--- config.mk ---
export PLATFORM = sky130hd
export DESIGN_NAME = spu_result_streamer
export DESIGN_NICKNAME = d
export VERILOG_FILES = /design/src/rtl/spu_result_streamer.sv
export SDC_FILE = /design/constraint.sdc
export NUM_CORES = 1
export LEC_CHECK = 0
export ABC_AREA = 1
export BUFFER_PORTS_ARGS = -buffer_cell sky130_fd_sc_hd__buf_2
export CAP_MARGIN = 20
export CORE_MARGIN = 1
export CORE_UTILIZATION = 38
export CTS_CLUSTER_SIZE = 24
export DETAILED_ROUTE_END_ITERATION = 10
export PLACE_DENSITY = 0.61
export SYNTH_ARGS = -nofsm -noshare
export SYNTH_HDL_FRONTEND = slang
export SYNTH_SLANG_ARGS = --single-unit
--- constraint.sdc ---
create_clock -name clk -period 4.8 [get_ports clk]
set_clock_uncertainty 0.2 [all_clocks]
set_input_delay 0.48 -clock clk [delete_from_list [all_inputs] [get_ports clk]]
set_output_delay 0.48 -clock clk [all_outputs]
set_load 0.05 [all_outputs]
--- src/rtl/spu_result_streamer.sv ---
// Result FIFO plus nibble serializer driving a four-phase valid/ack pin link.
// Optional even parity on the pins is enabled by defining SPU_TX_PARITY_EN.
module spu_result_streamer #(
  parameter int DEPTH  = 4,
  parameter int DATA_W = 8
) (
  input  logic                     clk,
  input  logic                     rst_n,
  input  logic                     res_valid,
  input  logic [DATA_W-1:0]        res_data,
  output logic                     res_ready,
  output logic [3:0]               tx_data,
  output logic                     tx_valid,
  output logic                     tx_last,
  output logic                     tx_par,
  output logic                     tx_oe,
  input  logic                     tx_ack,
  output logic [$clog2(DEPTH):0]   fifo_count
);

  localparam int PTR_W = $clog2(DEPTH);
  localparam int CNT_W = PTR_W + 1;

  typedef enum logic [2:0] {
    IDLE   = 3'd0,
    LO_REQ = 3'd1,
    LO_REL = 3'd2,
    HI_REQ = 3'd3,
    HI_REL = 3'd4
  } state_t;

  state_t             r_state;
  state_t             w_nxt_state;
  logic               r_ack_m;
  logic               r_ack_s;
  logic [DATA_W-1:0]  r_mem [DEPTH];
  logic [PTR_W-1:0]   r_wptr;
  logic [PTR_W-1:0]   r_rptr;
  logic [CNT_W-1:0]   r_count;
  logic [DATA_W-1:0]  r_sreg;
  logic [3:0]         r_tx_data;
  logic               r_tx_valid;
  logic               r_tx_last;
  logic               r_tx_oe;
  logic               w_push;
  logic               w_pop;
  logic               w_empty;
  logic [DATA_W-1:0]  w_head;
  logic [3:0]         w_nxt_data;
  logic               w_nxt_valid;
  logic               w_nxt_last;

  assign w_empty    = (r_count == '0);
  assign res_ready  = (r_count != CNT_W'(DEPTH));
  assign w_push     = res_valid && res_ready;
  assign w_head     = r_mem[r_rptr];
  assign fifo_count = r_count;
  assign tx_data    = r_tx_data;
  assign tx_valid   = r_tx_valid;
  assign tx_last    = r_tx_last;
  assign tx_oe      = r_tx_oe;

  // tx_ack is asynchronous to clk; only r_ack_s may reach the FSM.
  always_ff @(posedge clk) begin
    if (!rst_n) begin
      r_ack_m <= 1'b0;
      r_ack_s <= 1'b0;
    end else begin
      r_ack_m <= tx_ack;
      r_ack_s <= r_ack_m;
    end
  end

  always_ff @(posedge clk) begin
    if (rst_n && w_push) r_mem[r_wptr] <= res_data;
  end

  always_ff @(posedge clk) begin
    if (w_pop) r_sreg <= w_head;
  end

  always_ff @(posedge clk) begin
    if (!rst_n) begin
      r_wptr  <= '0;
      r_rptr  <= '0;
      r_count <= '0;
    end else begin
      if (w_push) r_wptr <= r_wptr + 1'b1;
      if (w_pop)  r_rptr <= r_rptr + 1'b1;
      case ({w_push, w_pop})
        2'b10:   r_count <= r_count + 1'b1;
        2'b01:   r_count <= r_count - 1'b1;
        default: r_count <= r_count;
      endcase
    end
  end

  always_ff @(posedge clk) begin
    if (!rst_n) begin
      r_state    <= IDLE;
      r_tx_data  <= 4'h0;
      r_tx_valid <= 1'b0;
      r_tx_last  <= 1'b0;
      r_tx_oe    <= 1'b0;
    end else begin
      r_state    <= w_nxt_state;
      r_tx_data  <= w_nxt_data;
      r_tx_valid <= w_nxt_valid;
      r_tx_last  <= w_nxt_last;
      r_tx_oe    <= 1'b1;
    end
  end

  always_comb begin
    w_nxt_state = r_state;
    w_nxt_data  = r_tx_data;
    w_nxt_valid = r_tx_valid;
    w_nxt_last  = r_tx_last;
    w_pop       = 1'b0;
    case (r_state)
      IDLE: begin
        if (!w_empty) begin
          w_pop       = 1'b1;
          w_nxt_state = LO_REQ;
          w_nxt_data  = w_head[3:0];
          w_nxt_valid = 1'b1;
          w_nxt_last  = 1'b0;
        end
      end
      LO_REQ: begin
        if (r_ack_s) begin
          w_nxt_state = LO_REL;
          w_nxt_valid = 1'b0;
        end
      end
      LO_REL: begin
        if (!r_ack_s) begin
          w_nxt_state = HI_REQ;
          w_nxt_data  = r_sreg[DATA_W-1 -: 4];
          w_nxt_valid = 1'b1;
          w_nxt_last  = 1'b1;
        end
      end
      HI_REQ: begin
        if (r_ack_s) begin
          w_nxt_state = HI_REL;
          w_nxt_valid = 1'b0;
        end
      end
      HI_REL: begin
        // A queued word starts straight away instead of passing through IDLE.
        if (!r_ack_s) begin
          w_nxt_last = 1'b0;
          if (!w_empty) begin
            w_pop       = 1'b1;
            w_nxt_state = LO_REQ;
            w_nxt_data  = w_head[3:0];
            w_nxt_valid = 1'b1;
          end else begin
            w_nxt_state = IDLE;
          end
        end
      end
      default: begin
        w_nxt_state = IDLE;
        w_nxt_valid = 1'b0;
        w_nxt_last  = 1'b0;
      end
    endcase
  end

`ifdef SPU_TX_PARITY_EN
  function automatic logic even_par(input logic last, input logic [3:0] nib);
    return ^{last, nib};
  endfunction

  logic r_tx_par;

  always_ff @(posedge clk) begin
    if (!rst_n) r_tx_par <= 1'b0;
    else        r_tx_par <= even_par(w_nxt_last, w_nxt_data);
  end

  assign tx_par = r_tx_par;
`else
  assign tx_par = 1'b0;
`endif

endmodule
==> results_dict.tcl, run 1 <==
set metrics [dict create \
    whs_endpoint "r_ack_m$_SDFF_PN0_" \
    yosysTopAreaCell "edfxtp_1" \
    clk_latency_ps 320 \
    rr_endpoint "fifo_count[2]$_SDFFE_PN0P_" \
    finalPower_mw 1.81 \
    core_sq_um 5990 \
    swShare 0.370 \
    yosys.area.top_type_share 0.453 \
    p_clk_frac 0.291 \
    final-setup-viol-count 0 \
    area_growth_pct 16.6 \
    slew_headroom 0.470 \
    arrival_ps 2270 \
    switching_power_mw 0.668 \
    nets 283 \
    routed_wl_um 4260 \
    fmax_mhz 442 \
    p_comb_frac 0.329 \
    io_buffers 22 \
    synthDistinctLibCells 25 \
    grt_antenna_before_repair 0 \
    n_antenna_cell 0 \
    critical_path_class "flop to flop" \
    cts_sinks 57 \
    min_from "tx_ack" \
    cts.repair.resized 0 \
    fin_ws_ps 2540 \
    end_kind "flop" \
    pin_count 24 \
    netlist_instances 238 \
    dieArea_sq_um 6610 \
    final_layout_size_suffix_gt1_frac 0.167 \
    vias_per_cell 4.69 \
    ctsLongestPathBuffers 2 \
    ff2ff_path_depth 10 \
    tightestPinTransition_ps 792 \
    first_iter_violations 85 \
    cts_max_level 3 \
    instances_no_fill 345 \
    num_vias 1619 \
    cts_tree "yes" \
    status "completed" \
    p_per_area_nw_per_um2 649 \
    place_ws_ps 2550 \
    yosys_warnings 0 \
    layout_common_cells "52 x nand2_1, 36 x edfxtp_1, 29 x inv_1" \
    placed_cells 329 \
    p_leak_nw 1.16 \
    clk_pin_slew_ps 60 \
    num_rows 28 \
    grt_first_pass_wirelength_um 7020 \
    p_seq_frac 0.380 \
    start_util 0.399 \
    netlist_top_cells_area "edfxtp_1 45%, dfxtp_1 18%, nand2_1 8.2%" \
    post-route-min-period_ps 2260 \
    slowest_delay_ps 370 \
    crit_path_start_kind "flop" \
    crit_fanout 9 \
    numCtsBuffers 9 \
    yosysSeqAreaShare 0.629 \
    cts_setup_buffers 0 \
    rsz0062_at_grt "no" \
    worstPathRequired_ps 4800 \
    ant_nets 0 \
    period_share 0.472 \
    path_cells "nor2_2 > o21ai_2 > nor2_4 > ha_1 > inv_1 > fa_1 > a21oi_1 > o21ai_0 > o21ai_0 > a21oi_1" \
    grt_pass1_vias 1499 \
    grt_use_total 0.148 \
    finalHoldViolations 0 \
    p_int_mw 1.14 \
    clock-root-buffer "clkbuf_8" \
    wl_per_cell_um 12.3 \
    min_path_type "input pin to flop" \
    ff2ff_setup_slack_ps 2540 \
    grt_max_degree 18 \
    ys_ff_latch 57 \
    syn_nets 256 \
    grt-ovfl-total 0 \
    layout_commonest_cell "nand2_1" \
    postSynthAreaPerCell_sq_um 10.0 \
    rr_startpoint "r_state[1]$_SDFFE_PN0P_" \
    crit_slowest_cell "dfxtp_1" \
    drt-pass1-iter-count 4 \
    fill_cells 569 \
    vdd_drop_max_uv 244 \
    timing.setup.tns_ps 0 \
    dieHeight_um 81.3 \
    cap_violations 0 \
    drcViolationCount 0 \
    gp_congestion 0.796 \
    dieWidth_um 81.3 \
    place_hpwl_um 2880 \
    hold_depth 3 \
    cts-hold-fix-buffers 0 \
    slew_viol_final 0 \
    syn_area_sq_um 2390 \
]
## worst max-delay path: cells and delay by family (launching register included)
family | cells | cell delay (ps)
AND/OR/NAND/NOR | 2 | 410
flip-flops | 1 | 370
adder cells (fa/ha/maj) | 2 | 560
AO/OA/AOI/OAI | 5 | 540
buffers and inverters | 1 | 60
## layer usage
layer  part of all wire  vias up  routed length (um)  track usage
met5                  0        -                   0            0
met4             0.0063        0                  27       0.0696
met3              0.041        4                 175       0.0404
met2               0.47       35                2010        0.228
met1               0.48      742                2050        0.191
li1                   -      838                   -            -
## power by group through the flow
stage          clock [mW]  sequential [mW]  combinational [mW]
2_1_floorplan           0            0.766               0.399
3_3_place_gp            0            0.693               0.597
3_5_place_dp            0            0.698               0.597
4_1_cts             0.537            0.689               0.602
5_1_grt             0.557            0.699               0.677
6_report            0.525            0.687               0.594
## state kept, by name (all words and copies together), names as in the netlist, named ones only
| signal | flops |
|---|---|
| r_mem | 32 |
| r_sreg | 4 |
| tx_data | 4 |
| fifo_count | 3 |
| r_state | 3 |
| r_rptr | 2 |
| r_wptr | 2 |
| r_ack_m | 1 |
| r_ack_s | 1 |
| tx_last | 1 |
| tx_oe | 1 |
| tx_valid | 1 |
## Yosys cell counts
| master | number |
|---|---|
| nand3_4 | 1 |
| buf_2 | 3 |
| buf_6 | 1 |
| inv_2 | 1 |
| nand3_1 | 16 |
| conb_1 | 1 |
| o21ai_2 | 1 |
| fa_1 | 1 |
| nor2_1 | 25 |
| o21ai_0 | 16 |
| nor2_2 | 2 |
| nand4_1 | 2 |
| a31oi_1 | 1 |
| ha_1 | 5 |
| buf_4 | 2 |
| nand2_4 | 2 |
| nor2_4 | 1 |
| dfxtp_1 | 21 |
| nand2_1 | 52 |
| o22ai_1 | 4 |
| inv_1 | 29 |
| a21oi_1 | 12 |
| nand2_2 | 1 |
| o21a_1 | 2 |
| edfxtp_1 | 36 |
## how the worst max path moves through the flow
| stage | start | slack [ps] | depth (start not counted) | endpoint |
|---|---|---|---|---|
| 6_report | r_state[1]$_SDFFE_PN0P_ | 2540 | 10 | fifo_count[2]$_SDFFE_PN0P_ |
| 5_1_grt | fifo_count[0]$_SDFFE_PN0P_ | 2250 | 11 | fifo_count[2]$_SDFFE_PN0P_ |
| 4_1_cts | fifo_count[0]$_SDFFE_PN0P_ | 2530 | 11 | fifo_count[2]$_SDFFE_PN0P_ |
| 3_5_place_dp | fifo_count[0]$_SDFFE_PN0P_ | 2550 | 11 | fifo_count[2]$_SDFFE_PN0P_ |
| 3_3_place_gp | r_state[1]$_SDFFE_PN0P_ | 2570 | 10 | fifo_count[2]$_SDFFE_PN0P_ |
| 2_1_floorplan | fifo_count[2]$_SDFFE_PN0P_ | 2150 | 9 | fifo_count[2]$_SDFFE_PN0P_ |
## metrics by stage
step / hold slack, ps / util / instance area [sq um]
global placement: 194 / 0.426 / 2550
finish: 148 / 0.465 / 2790
detailed placement: 206 / 0.426 / 2550
global route: 130 / 0.465 / 2790
CTS: 125 / 0.465 / 2790
floorplan: 190 / - / 2390
## cell families after synthesis
kind of cell,share of synthesized area
buffers and inverters,0.0644
and+or+nand+nor,0.189
AOI/OAI and AO/OA,0.0817
DFF,0.629
other,0.00157
adders and majority gates,0.0346
## layout make-up
cell class / count / area [sq um] / share of cell area
clock inverters: 6 / 106 / 0.0382
flip-flops and latches: 57 / 1500 / 0.539
inverters: 30 / 113 / 0.0404
well taps: 75 / 93.8 / 0.0337
clock buffers: 10 / 128 / 0.0458
multi-input cells: 145 / 733 / 0.263
repair buffers: 22 / 110 / 0.0395
Note: power is estimated with default switching activity, not from simulation.
==> run 2: changes to the inputs <==
--- a/config.mk
+++ b/config.mk
@@ -5,14 +5,14 @@
 export SDC_FILE = /design/constraint.sdc
 export NUM_CORES = 1
 export LEC_CHECK = 0
-export ABC_AREA = 1
+export ABC_AREA = 0
 export BUFFER_PORTS_ARGS = -buffer_cell sky130_fd_sc_hd__buf_2
 export CAP_MARGIN = 20
 export CORE_MARGIN = 1
 export CORE_UTILIZATION = 38
 export CTS_CLUSTER_SIZE = 24
 export DETAILED_ROUTE_END_ITERATION = 10
-export PLACE_DENSITY = 0.61
+export PLACE_DENSITY = 0.62
 export SYNTH_ARGS = -nofsm -noshare
 export SYNTH_HDL_FRONTEND = slang
 export SYNTH_SLANG_ARGS = --single-unit
==> constraint.sdc (replaced) <==
create_clock -name clk -period 2.15 [get_ports clk]
set_clock_uncertainty 0.2 [all_clocks]
set_input_delay 0.215 -clock clk [delete_from_list [all_inputs] [get_ports clk]]
set_output_delay 0.215 -clock clk [all_outputs]
set_load 0.05 [all_outputs]
==> results_dict.tcl, run 2 <==
set metrics [dict create \
    yosysTopAreaCell "edfxtp_1" \
    finalPower_mw 3.46 \
    fmax_mhz 444 \
    num_rows 28 \
    routed_wl_um 4060 \
    nets 225 \
    dieArea_sq_um 6390 \
    critical_path_class "flop to flop" \
    grt_use_total 0.148 \
    wl_per_cell_um 14.1 \
    yosys.area.top_type_share 0.469 \
    netlist_instances 158 \
    final-setup-viol-count 1 \
    grt_first_pass_wirelength_um 6600 \
    slew_viol_final 0 \
    postSynthAreaPerCell_sq_um 14.6 \
    placed_cells 260 \
    layout_commonest_cell "edfxtp_1" \
    ctsLongestPathBuffers 2 \
    vias_per_cell 4.90 \
    n_antenna_cell 0 \
    first_iter_violations 96 \
    yosys_warnings 0 \
    start_util 0.392 \
    worstPathRequired_ps 2200 \
    drt-pass1-iter-count 4 \
    arrival_ps 2300 \
    cts_sinks 57 \
    status "finished with violations" \
    syn_nets 176 \
    ys_ff_latch 57 \
    crit_slowest_cell "or3b_4" \
    rsz0062_at_grt "yes" \
    layout_common_cells "36 x edfxtp_1, 22 x buf_2, 18 x dfxtp_1" \
    grt_antenna_before_repair 0 \
    instances_no_fill 287 \
    clk_latency_ps 330 \
    area_growth_pct 26.0 \
    p_per_area_nw_per_um2 1190 \
    vdd_drop_max_uv 572 \
    period_share 1.05 \
    netlist_top_cells_area "edfxtp_1 47%, dfxtp_1 18%, mux4_2 7.8%" \
    synth_edf_count 36 \
    end_kind "flop" \
    timing.setup.tns_ps -103 \
    clk_pin_slew_ps 70 \
    grt-ovfl-total 0 \
    fin_ws_ps -103 \
    numCtsBuffers 9 \
    clock-root-buffer "clkbuf_8" \
    regMostFlops "r_mem" \
    finalHoldViolations 0 \
    p_int_mw 2.36 \
    yosysSeqAreaShare 0.651 \
    p_leak_nw 1.08 \
    drcViolationCount 0 \
    largest_reg_flops 32 \
    p_clk_frac 0.279 \
    pin_count 24 \
    synthDistinctLibCells 39 \
    swShare 0.318 \
    netlist_top_cells_count "36 x edfxtp_1, 21 x dfxtp_1, 9 x and2_1" \
    place_ws_ps -100 \
    dieWidth_um 79.9 \
    p_comb_frac 0.306 \
    yosysMostFrequentCell "edfxtp_1" \
    final_layout_size_suffix_gt1_frac 0.392 \
    crit_fanout 2 \
    post-route-min-period_ps 2250 \
    cts_max_level 3 \
    cap_violations 0 \
    path_cells "or3b_4 > and2_4 > clkinv_4 > ha_4 > inv_2 > fa_2 > xor2_1 > or3_1 > a21boi_1" \
    dieHeight_um 79.9 \
    grt_max_degree 25 \
    gp_congestion 0.710 \
    synth_ff_type "edfxtp_1" \
    min_path_type "input pin to flop" \
    synthArstFlopShare 0 \
    p_seq_frac 0.415 \
    cts_tree "yes" \
    fill_cells 512 \
    slowest_delay_ps 390 \
    failed_checks "negative setup slack" \
    switching_power_mw 1.10 \
    num_vias 1405 \
    ant_nets 0 \
    grt_pass1_vias 1372 \
    syn_area_sq_um 2310 \
    place_hpwl_um 2750 \
    io_buffers 22 \
    crit_path_start_kind "flop" \
    core_sq_um 5890 \
]
==> run 2: final cells by class <==
cell class              instances  area [sq um]  share of cell area
flip-flops and latches         57          1510               0.519
multi-input cells              83           746               0.256
repair buffers                 48           330               0.114
clock buffers                   9           124              0.0426
well taps                      75          93.8              0.0323
clock inverters                 7          71.3              0.0245
inverters                       8          35.0              0.0120
==> run 2: worst max-delay path: cells and delay by family, from the launching register on <==
family / cells / cell delay [ps]
xor gates and xnor gates: 1 / 150
adders and majority gates: 2 / 450
and+or+nand+nor: 3 / 850
AOI/OAI and AO/OA: 1 / 130
DFF: 1 / 320
buffers and inverters: 2 / 80
==> run 2: worst paths after layout <==
kind / depth (start not counted) / slack (ps) / start / end
hold reg to reg: 1 / 220 / r_ack_m$_SDFF_PN0_ / r_ack_s$_SDFF_PN0_
setup / recovery: 9 / -100 / fifo_count[1]$_SDFFE_PN0P_ / fifo_count[2]$_SDFFE_PN0P_
hold / removal: 2 / 100 / rst_n / tx_last$_SDFFE_PN0P_
setup reg to reg: 9 / -100 / fifo_count[1]$_SDFFE_PN0P_ / fifo_count[2]$_SDFFE_PN0P_
==> run 2: logic make-up after synthesis <==
logic type | count (synthesis) | share of synthesized area
AO/OA/AOI/OAI | 23 | 0.0694
XOR/XNOR | 6 | 0.0228
adder cells (fa/ha/maj) | 6 | 0.0358
buffers and inverters | 18 | 0.0363
flip-flops | 57 | 0.651
multiplexers | 12 | 0.0954
other | 1 | 0.00163
AND/OR/NAND/NOR | 35 | 0.0879
==> run 2: stage by stage <==
step | hold WS, ps | utilization | area (sq um)
finish | 96.8 | 0.494 | 2910
global route | 112 | 0.494 | 2910
CTS | 84.9 | 0.492 | 2890
detailed placement | 220 | 0.442 | 2600
global placement | 216 | 0.442 | 2600
floorplan | 42.7 | - | 2330
==> run 2: power by group through the flow <==
stage | Sequential, mW | Combinational, mW | Clock, mW
after floorplan | 1.60 | 0.567 | 0
after global routing | 1.45 | 1.15 | 1.03
after detailed placement | 1.46 | 1.01 | 0
after CTS | 1.44 | 1.04 | 0.983
after global placement | 1.45 | 0.976 | 0
final | 1.43 | 1.06 | 0.964
==> run 2: what timing repair did <==
action | 4_1_cts | 5_1_grt
setup buffers | 0 | 1
hold endpoints to repair | 34 | 0
resized for setup | 1 | 2
hold buffers | 10 | 0
pin swaps | 0 | 2
setup endpoints to repair | 2 | 2
==> run 2: layer usage <==
| layer | part of all wire | vias up | track usage |
|---|---|---|---|
| met5 | 0 | - | 0 |
| met3 | 0.035 | 6 | 0.0514 |
| met2 | 0.52 | 30 | 0.238 |
| met1 | 0.43 | 697 | 0.169 |
| li1 | - | 672 | - |
| met4 | 0.017 | 0 | 0.0911 |
